===== config.mk =====
export PLATFORM = sky130hd
export DESIGN_NAME = mult_sequencer
export DESIGN_NICKNAME = d
export VERILOG_FILES = /design/src/rtl/mult_pkg.sv /design/src/rtl/mult_sequencer.sv
export SDC_FILE = /design/constraint.sdc
export NUM_CORES = 1
export LEC_CHECK = 0
export ABC_CLOCK_PERIOD_IN_PS = 2000
export CORE_UTILIZATION = 39
export CTS_CLUSTER_DIAMETER = 120
export CTS_CLUSTER_SIZE = 8
export DETAILED_ROUTE_END_ITERATION = 6
export PLACE_DENSITY = 0.75
export SETUP_SLACK_MARGIN = 0.5
export SLEW_MARGIN = 0
export SYNTH_ARGS = -nofsm -noshare
export SYNTH_HDL_FRONTEND = slang
export SYNTH_SLANG_ARGS = --single-unit

===== constraint.sdc =====
create_clock -name clk -period 2 [get_ports clk]
set_input_delay 0.2 -clock clk [delete_from_list [all_inputs] [get_ports clk]]
set_output_delay 0.2 -clock clk [all_outputs]
set_load 0.05 [all_outputs]

===== src/rtl/mult_pkg.sv =====
// Shared definitions for the multiply sequencer: state encoding and default
// timing constants used by the sequencer and its parent.
package mult_pkg;

  // RUN cycles before a multiplier ready flag is trusted.
  localparam int MIN_CYC_DEF = 8;
  // RUN cycles after which the product is forced out with an error flag.
  localparam int TIMEOUT_DEF = 16;

  typedef enum logic [1:0] {
    IDLE = 2'd0,
    LOAD = 2'd1,
    RUN  = 2'd2,
    DONE = 2'd3
  } state_t;

endpackage


===== src/rtl/mult_sequencer.sv =====
// Drives an external iterative multiplier: latches one operand pair, gives the
// multiplier a load cycle, lets it iterate, and captures the product either on a
// qualified ready flag or on timeout. Results are held until the consumer takes them.
module mult_sequencer
  import mult_pkg::*;
#(
  parameter int MIN_CYC = MIN_CYC_DEF,
  parameter int TIMEOUT = TIMEOUT_DEF
) (
  input  logic        clk,
  input  logic        rst_n,
  input  logic        in_valid,
  output logic        in_ready,
  input  logic [7:0]  in_a,
  input  logic [7:0]  in_b,
  output logic        mul_en,
  output logic [7:0]  mul_a,
  output logic [7:0]  mul_b,
  input  logic        mul_ready,
  input  logic [15:0] mul_product,
  output logic        out_valid,
  input  logic        out_ready,
  output logic [15:0] out_product,
  output logic        out_err,
  output logic        busy
);

  localparam int CW = $clog2(TIMEOUT + 1);

  state_t          state;
  logic [CW-1:0]   run_cnt;
  logic            qual_ready;
  logic            timeout_hit;

  // The multiplier keeps ready high from the previous operation, so ready is
  // only believed once enough iterations have elapsed in this operation.
  assign qual_ready  = (run_cnt >= CW'(MIN_CYC)) && mul_ready;
  assign timeout_hit = (run_cnt == CW'(TIMEOUT - 1));

  // Sequencer FSM with all outputs registered alongside the state.
  always_ff @(posedge clk or negedge rst_n) begin
    if (!rst_n) begin
      state       <= IDLE;
      run_cnt     <= '0;
      in_ready    <= 1'b1;
      mul_en      <= 1'b0;
      mul_a       <= '0;
      mul_b       <= '0;
      out_valid   <= 1'b0;
      out_product <= '0;
      out_err     <= 1'b0;
      busy        <= 1'b0;
    end else begin
      case (state)
        IDLE: begin
          // Operands are only ever written here; the multiplier output depends
          // combinationally on them, so they must stay put for the whole operation.
          if (in_valid && in_ready) begin
            mul_a    <= in_a;
            mul_b    <= in_b;
            in_ready <= 1'b0;
            busy     <= 1'b1;
            state    <= LOAD;
          end
        end
        LOAD: begin
          run_cnt <= '0;
          mul_en  <= 1'b1;
          state   <= RUN;
        end
        RUN: begin
          if (qual_ready || timeout_hit) begin
            // A genuine ready on the timeout edge still counts as success.
            out_product <= mul_product;
            out_err     <= ~qual_ready;
            out_valid   <= 1'b1;
            mul_en      <= 1'b0;
            state       <= DONE;
          end else if (run_cnt != CW'(TIMEOUT)) begin
            run_cnt <= run_cnt + 1'b1;
          end
        end
        DONE: begin
          if (out_valid && out_ready) begin
            out_valid <= 1'b0;
            in_ready  <= 1'b1;
            busy      <= 1'b0;
            state     <= IDLE;
          end
        end
        default: begin
          state <= IDLE;
        end
      endcase
    end
  end

endmodule


# Word level (Yosys, flattened, before mapping)
# Index checks and enable logic that the tools add are counted.
dict set report word_totals {
  ff_bits 44
  in_bits 37
  output_inout_bits 37
  wordCells 55
}
dict set report classes {
  n_addsub 1
  magnitude_cmp 1
  n_eq_ne 10
  mux 17
  bitwise 1
  n_reduce_logical 15
}
# op count
set op_table {}
lappend op_table {{$reduce_and A3 Y1} 4}
lappend op_table {{$mux W5} 2}
lappend op_table {{$ne A2 B2 Y1 const B} 5}
lappend op_table {{$pmux W5 S2} 1}
lappend op_table {{$pmux W1 S2} 4}
lappend op_table {{$pmux W2 S4} 1}
lappend op_table {{$mux W1} 6}
lappend op_table {{$mux W2} 3}
lappend op_table {{$reduce_and A2 Y1} 3}
lappend op_table {{$reduce_bool A2 Y1} 3}
lappend op_table {{$add A5 B1 Y5 const B} 1}
lappend op_table {{$eq A5 B4 Y1 const B} 1}
lappend op_table {{$ge A5 B4 Y1 const B} 1}
lappend op_table {{$ne A5 B5 Y1 const B} 1}
lappend op_table {{$eq A2 B2 Y1 const B} 2}
lappend op_table {{$logic_and A1 B1 Y1} 3}
lappend op_table {{$eq A2 B1 Y1 const B} 1}
lappend op_table {{$logic_not A2 Y1} 1}
lappend op_table {{$logic_or A1 B1 Y1} 1}
lappend op_table {{$not A1 Y1} 1}

# Longest topological paths before layout
dict set report logic_depth {
  ltp_word 5
  ltp_mapped 7
  depth_no_buf 6
}

# Worst setup path before layout
# OpenSTA, ideal clock, no wires.
dict set report synth_path {
  path_type {register to register}
  start {reg run_cnt[0]}
  end {reg out_product[10]}
  setup_time_ns 0.125
  arrival_time_ns 1.761
  t_required_ns 1.875
  slack_ns 0.115
  stages_incl_launch_ff 7
  n_path_buf 1
  synth_period_minus_slack_ns 1.885
  cell_sequence {dfrtp_1 > ha_1 > and3_1 > ha_1 > o21ai_4 > buf_6 > mux2_2}
}
dict set report synth_via {
  elab_chain_cells 4
  word_cells_on_any_way 5
  cone_classes {1 x order compare; 1 x eq/ne; 3 x reduce/logical}
}
# element line
set synth_lines {}
lappend synth_lines {{start, declared} mult_sequencer.sv:31} ;# logic [CW-1:0] run_cnt;
lappend synth_lines {{start signal, assigned} mult_sequencer.sv:80} ;# run_cnt <= run_cnt + 1'b1;
lappend synth_lines {{$ge A5 B4 Y1} mult_sequencer.sv:37} ;# assign qual_ready = (run_cnt >= CW'(MIN_CYC)) && mul_ready;
lappend synth_lines {{$logic_and A1 B1 Y1} mult_sequencer.sv:37}
lappend synth_lines {{$logic_or A1 B1 Y1 (*)} mult_sequencer.sv:72} ;# if (qual_ready || timeout_hit) begin
lappend synth_lines {{$reduce_and A2 Y1 (no source line) (*)} n/a}
lappend synth_lines {{end signal, assigned} mult_sequencer.sv:74} ;# out_product <= mul_product;
lappend synth_lines {{end, declared} mult_sequencer.sv:23} ;# output logic [15:0] out_product,
# Every way passes the cells marked *; elsewhere a longest branch is shown, timed or not.
# A chain may end at the register's enable or synchronous reset.

# Worst setup path after layout
dict set report layout_path {
  start {reg run_cnt[1]}
  end {reg out_product[8]}
}
# The elaborated chain is that of the path after synthesis.

==> results.yml <==
power:
  powerDensity_nw_per_um2: 526.3
  leakage_nw: 1.488
  ir_worst_vdd_mv: 0.3398
finish:
  drive_gt1_share_pct: 32.76
  nets: 274
  area_growth_pct: 56.34
  num_antenna_cells: 0
  instances_no_fill: 299
  post-route-cell-area_um2: 2993
die:
  placementRows: 25
  initial_core_util_pct: 40.53
  fp.dieW_um: 72.06
  die_area_um2: 5193
  core_um2: 4723
  die_h_um: 72.06
  io_pins: 74
global_route:
  antenna_found_initial: 0
  grt_pass1_vias: 1384
  grt_max_degree: 28
  grt_first_pass_wirelength_um: 6720
  grt_use_total_pct: 16.88
  globalRoute.totalOverflow: 0
sta:
  slew_viol_final: 0
  period_share_pct: 85.33
  hold_viol_final: 0
  tns_ps: 0
  worst_slew_pin_slew_ps: 608.9
  fin_crit_ps: 1707
  rsz0062_at_grt: "yes"
  hold_slack_ps: 438.2
  setup_viol: 0
  timing.fmax_mhz: 586.0
  maxSlewHeadroom_pct: 59.40
  finClkSkew_ps: 10.32
cts:
  cts_buffers: 5
  h-tree-depth: 2
  cts_buffer_depth: 2
  cts_sinks: 44
  cts_tree: "built"
  insertion_delay_ps: 300
  path_clk_slew_ps: 90
  cts-root-buf: "clkbuf_8"
synth:
  async_flop_share_pct: 100.0
  synth_edf_count: 0
  ys_warn_count: 0
  seq_area_frac_synth_pct: 57.58
  ys_types: 33
  synth_fp_nets: 185
  synth_area_um2: 1914
  postSynthCellCount: 142
  synth-seq-cells: 44
  avgSynthCellArea_um2: 13.48
  synthFlopType: "dfrtp_1"
placement:
  dp.cells: 282
  portBuffers: 73
  dp_hpwl_um: 2854
  dpl_cell_area_um2: 2789
  globalplace.congestion: 0.8278
drt:
  drt_iter0_markers: 49
  drc: 0
  ant_nets: 0
  viasPerCell: 4.926
  routed_wl_um: 4453
  first_pass_iters: 6
  wl_per_cell_um: 14.89
  num_vias: 1473
worst_setup_path:
  crit_type: "register to register"
  r2r_setup_slack_ps: 290
  reg2reg_to: "out_product[8]$_DFFE_PN0P_"
  start_kind: "register"
  crit_path_max_fanout: 17
  worst_path_dominant_cell_family: "flip-flops"
  critPathBufInv: 1
  reg2reg_from: "run_cnt[1]$_DFFE_PN0P_"
  crit_chain: "ha_2, and3_4, ha_4, o21ai_4, buf_12, mux2_2"
  arrival_ps: 1890
  crit_required_ps: 2180
  reg2reg_depth: 6
  crit_slowest_cell: "dfrtp_1"
  endpoint_kind: "register"
  cpPeakStageDelay_ps: 400
outcome:
  status: "complete, no violations"
run:
  drv_cap: 0
hold_path:
  min_path_type: "input pin to asynchronous set/reset pin"
what timing repair did:
| action | 4_1_cts | 5_1_grt |
|---|---|---|
| pin swaps | 10 | 7 |
| gates cloned | 1 | 0 |
| hold endpoints to repair | 25 | 0 |
| buffers inserted | 5 | 2 |
| gates resized for setup | 44 | 16 |
| hold buffers | 1 | 0 |
| endpoints found under the setup margin | 77 | 28 |
Yosys cell counts, types with 2 or more instances:
| cell | n | area (um^2) |
|---|---|---|
| a21oi_1 | 2 | 10.01 |
| a22o_1 | 3 | 26.28 |
| buf_2 | 2 | 10.01 |
| dfrtp_1 | 43 | 1076 |
| ha_1 | 6 | 75.07 |
| inv_1 | 8 | 30.03 |
| mux2_2 | 33 | 371.6 |
| nand2_1 | 8 | 30.03 |
| nand2b_1 | 2 | 12.51 |
| nand3_1 | 6 | 30.03 |
| nor3_1 | 2 | 10.01 |
| o21ai_0 | 4 | 20.02 |
| o22ai_1 | 2 | 12.51 |
| o311ai_0 | 2 | 17.52 |
layer usage:
layer	vias to the layer above	GRT usage, %	wire length (um)
met2	36	26.48	2240
li1	694	-	-
met3	7	3.889	146
met5	-	0	0
met4	0	6.536	63
met1	736	22.80	2003
placed cells by master (no fill, tap or decap), drive strengths merged, types with 2 or more instances in the layout:
cell type,count
dfrtp,43
clkdlybuf4s50,36
dlygate4sd2,34
mux2,33
buf,11
clkbuf,9
inv,8
nand2,8
nand3,7
ha,6
o21ai,5
a22o,3
o21a,2
a21oi,2
o22ai,2
o311ai,2
nand2b,2
nor3,2
stage by stage:
stage | worst slack (ps) | total power [W] | utilization [%]
global route | 254.2 | 0.001632 | 63.36
CTS | 313.5 | 0.001599 | 62.07
detailed placement | 237.4 | 0.001006 | 59.05
floorplan | 257.0 | 0.0009144 | -
global placement | 276.4 | 0.001004 | 59.05
finish | 293.5 | 0.001575 | 63.36
how the worst max path moves through the flow:
stage	from	slack, ps	to	cells past startpoint
after floorplan	run_cnt[0]$_DFFE_PN0P_	260	out_product[10]$_DFFE_PN0P_	6
after global placement	run_cnt[0]$_DFFE_PN0P_	280	state[1]$_DFFE_PN0P_	6
after detailed placement	run_cnt[0]$_DFFE_PN0P_	240	state[1]$_DFFE_PN0P_	6
after CTS	run_cnt[1]$_DFFE_PN0P_	310	out_product[8]$_DFFE_PN0P_	6
after global routing	run_cnt[1]$_DFFE_PN0P_	250	out_product[8]$_DFFE_PN0P_	6
final	run_cnt[1]$_DFFE_PN0P_	290	out_product[8]$_DFFE_PN0P_	6
power by group:
group | switching (W) | internal [W]
registers | 0 | 0.000889
clock network | 0.000300 | 0.000281
logic | 0.0000372 | 0.0000682
total | 0.000337 | 0.00124
kinds of logic (layout without fill, tap and decap cells):
family	Yosys count	after routing	share of synthesized area (%)
compound gates	23	23	9.609
fa+ha+maj	6	6	3.921
buf+inv	11	100	2.680
flops	44	44	57.58
mux	33	33	19.41
simple gates	25	26	6.799
registers in the layout, indices dropped and copies added, names as in the netlist, 2 cells and up:
register     count
out_product     16
mul_a            8
mul_b            8
run_cnt          5
state            2
area by class of cell:
| cell class | count | area [um^2] |
|---|---|---|
| timing repair buffer | 84 | 770.7 |
| fill | 385 | 1730 |
| tap | 67 | 83.83 |
| multi-input combinational | 88 | 910.9 |
| inverter | 8 | 30.03 |
| sequential | 44 | 1104 |
| clock inverter | 1 | 7.507 |
| clock buffer | 7 | 86.33 |
Note: power is estimated with default switching activity, not from simulation.
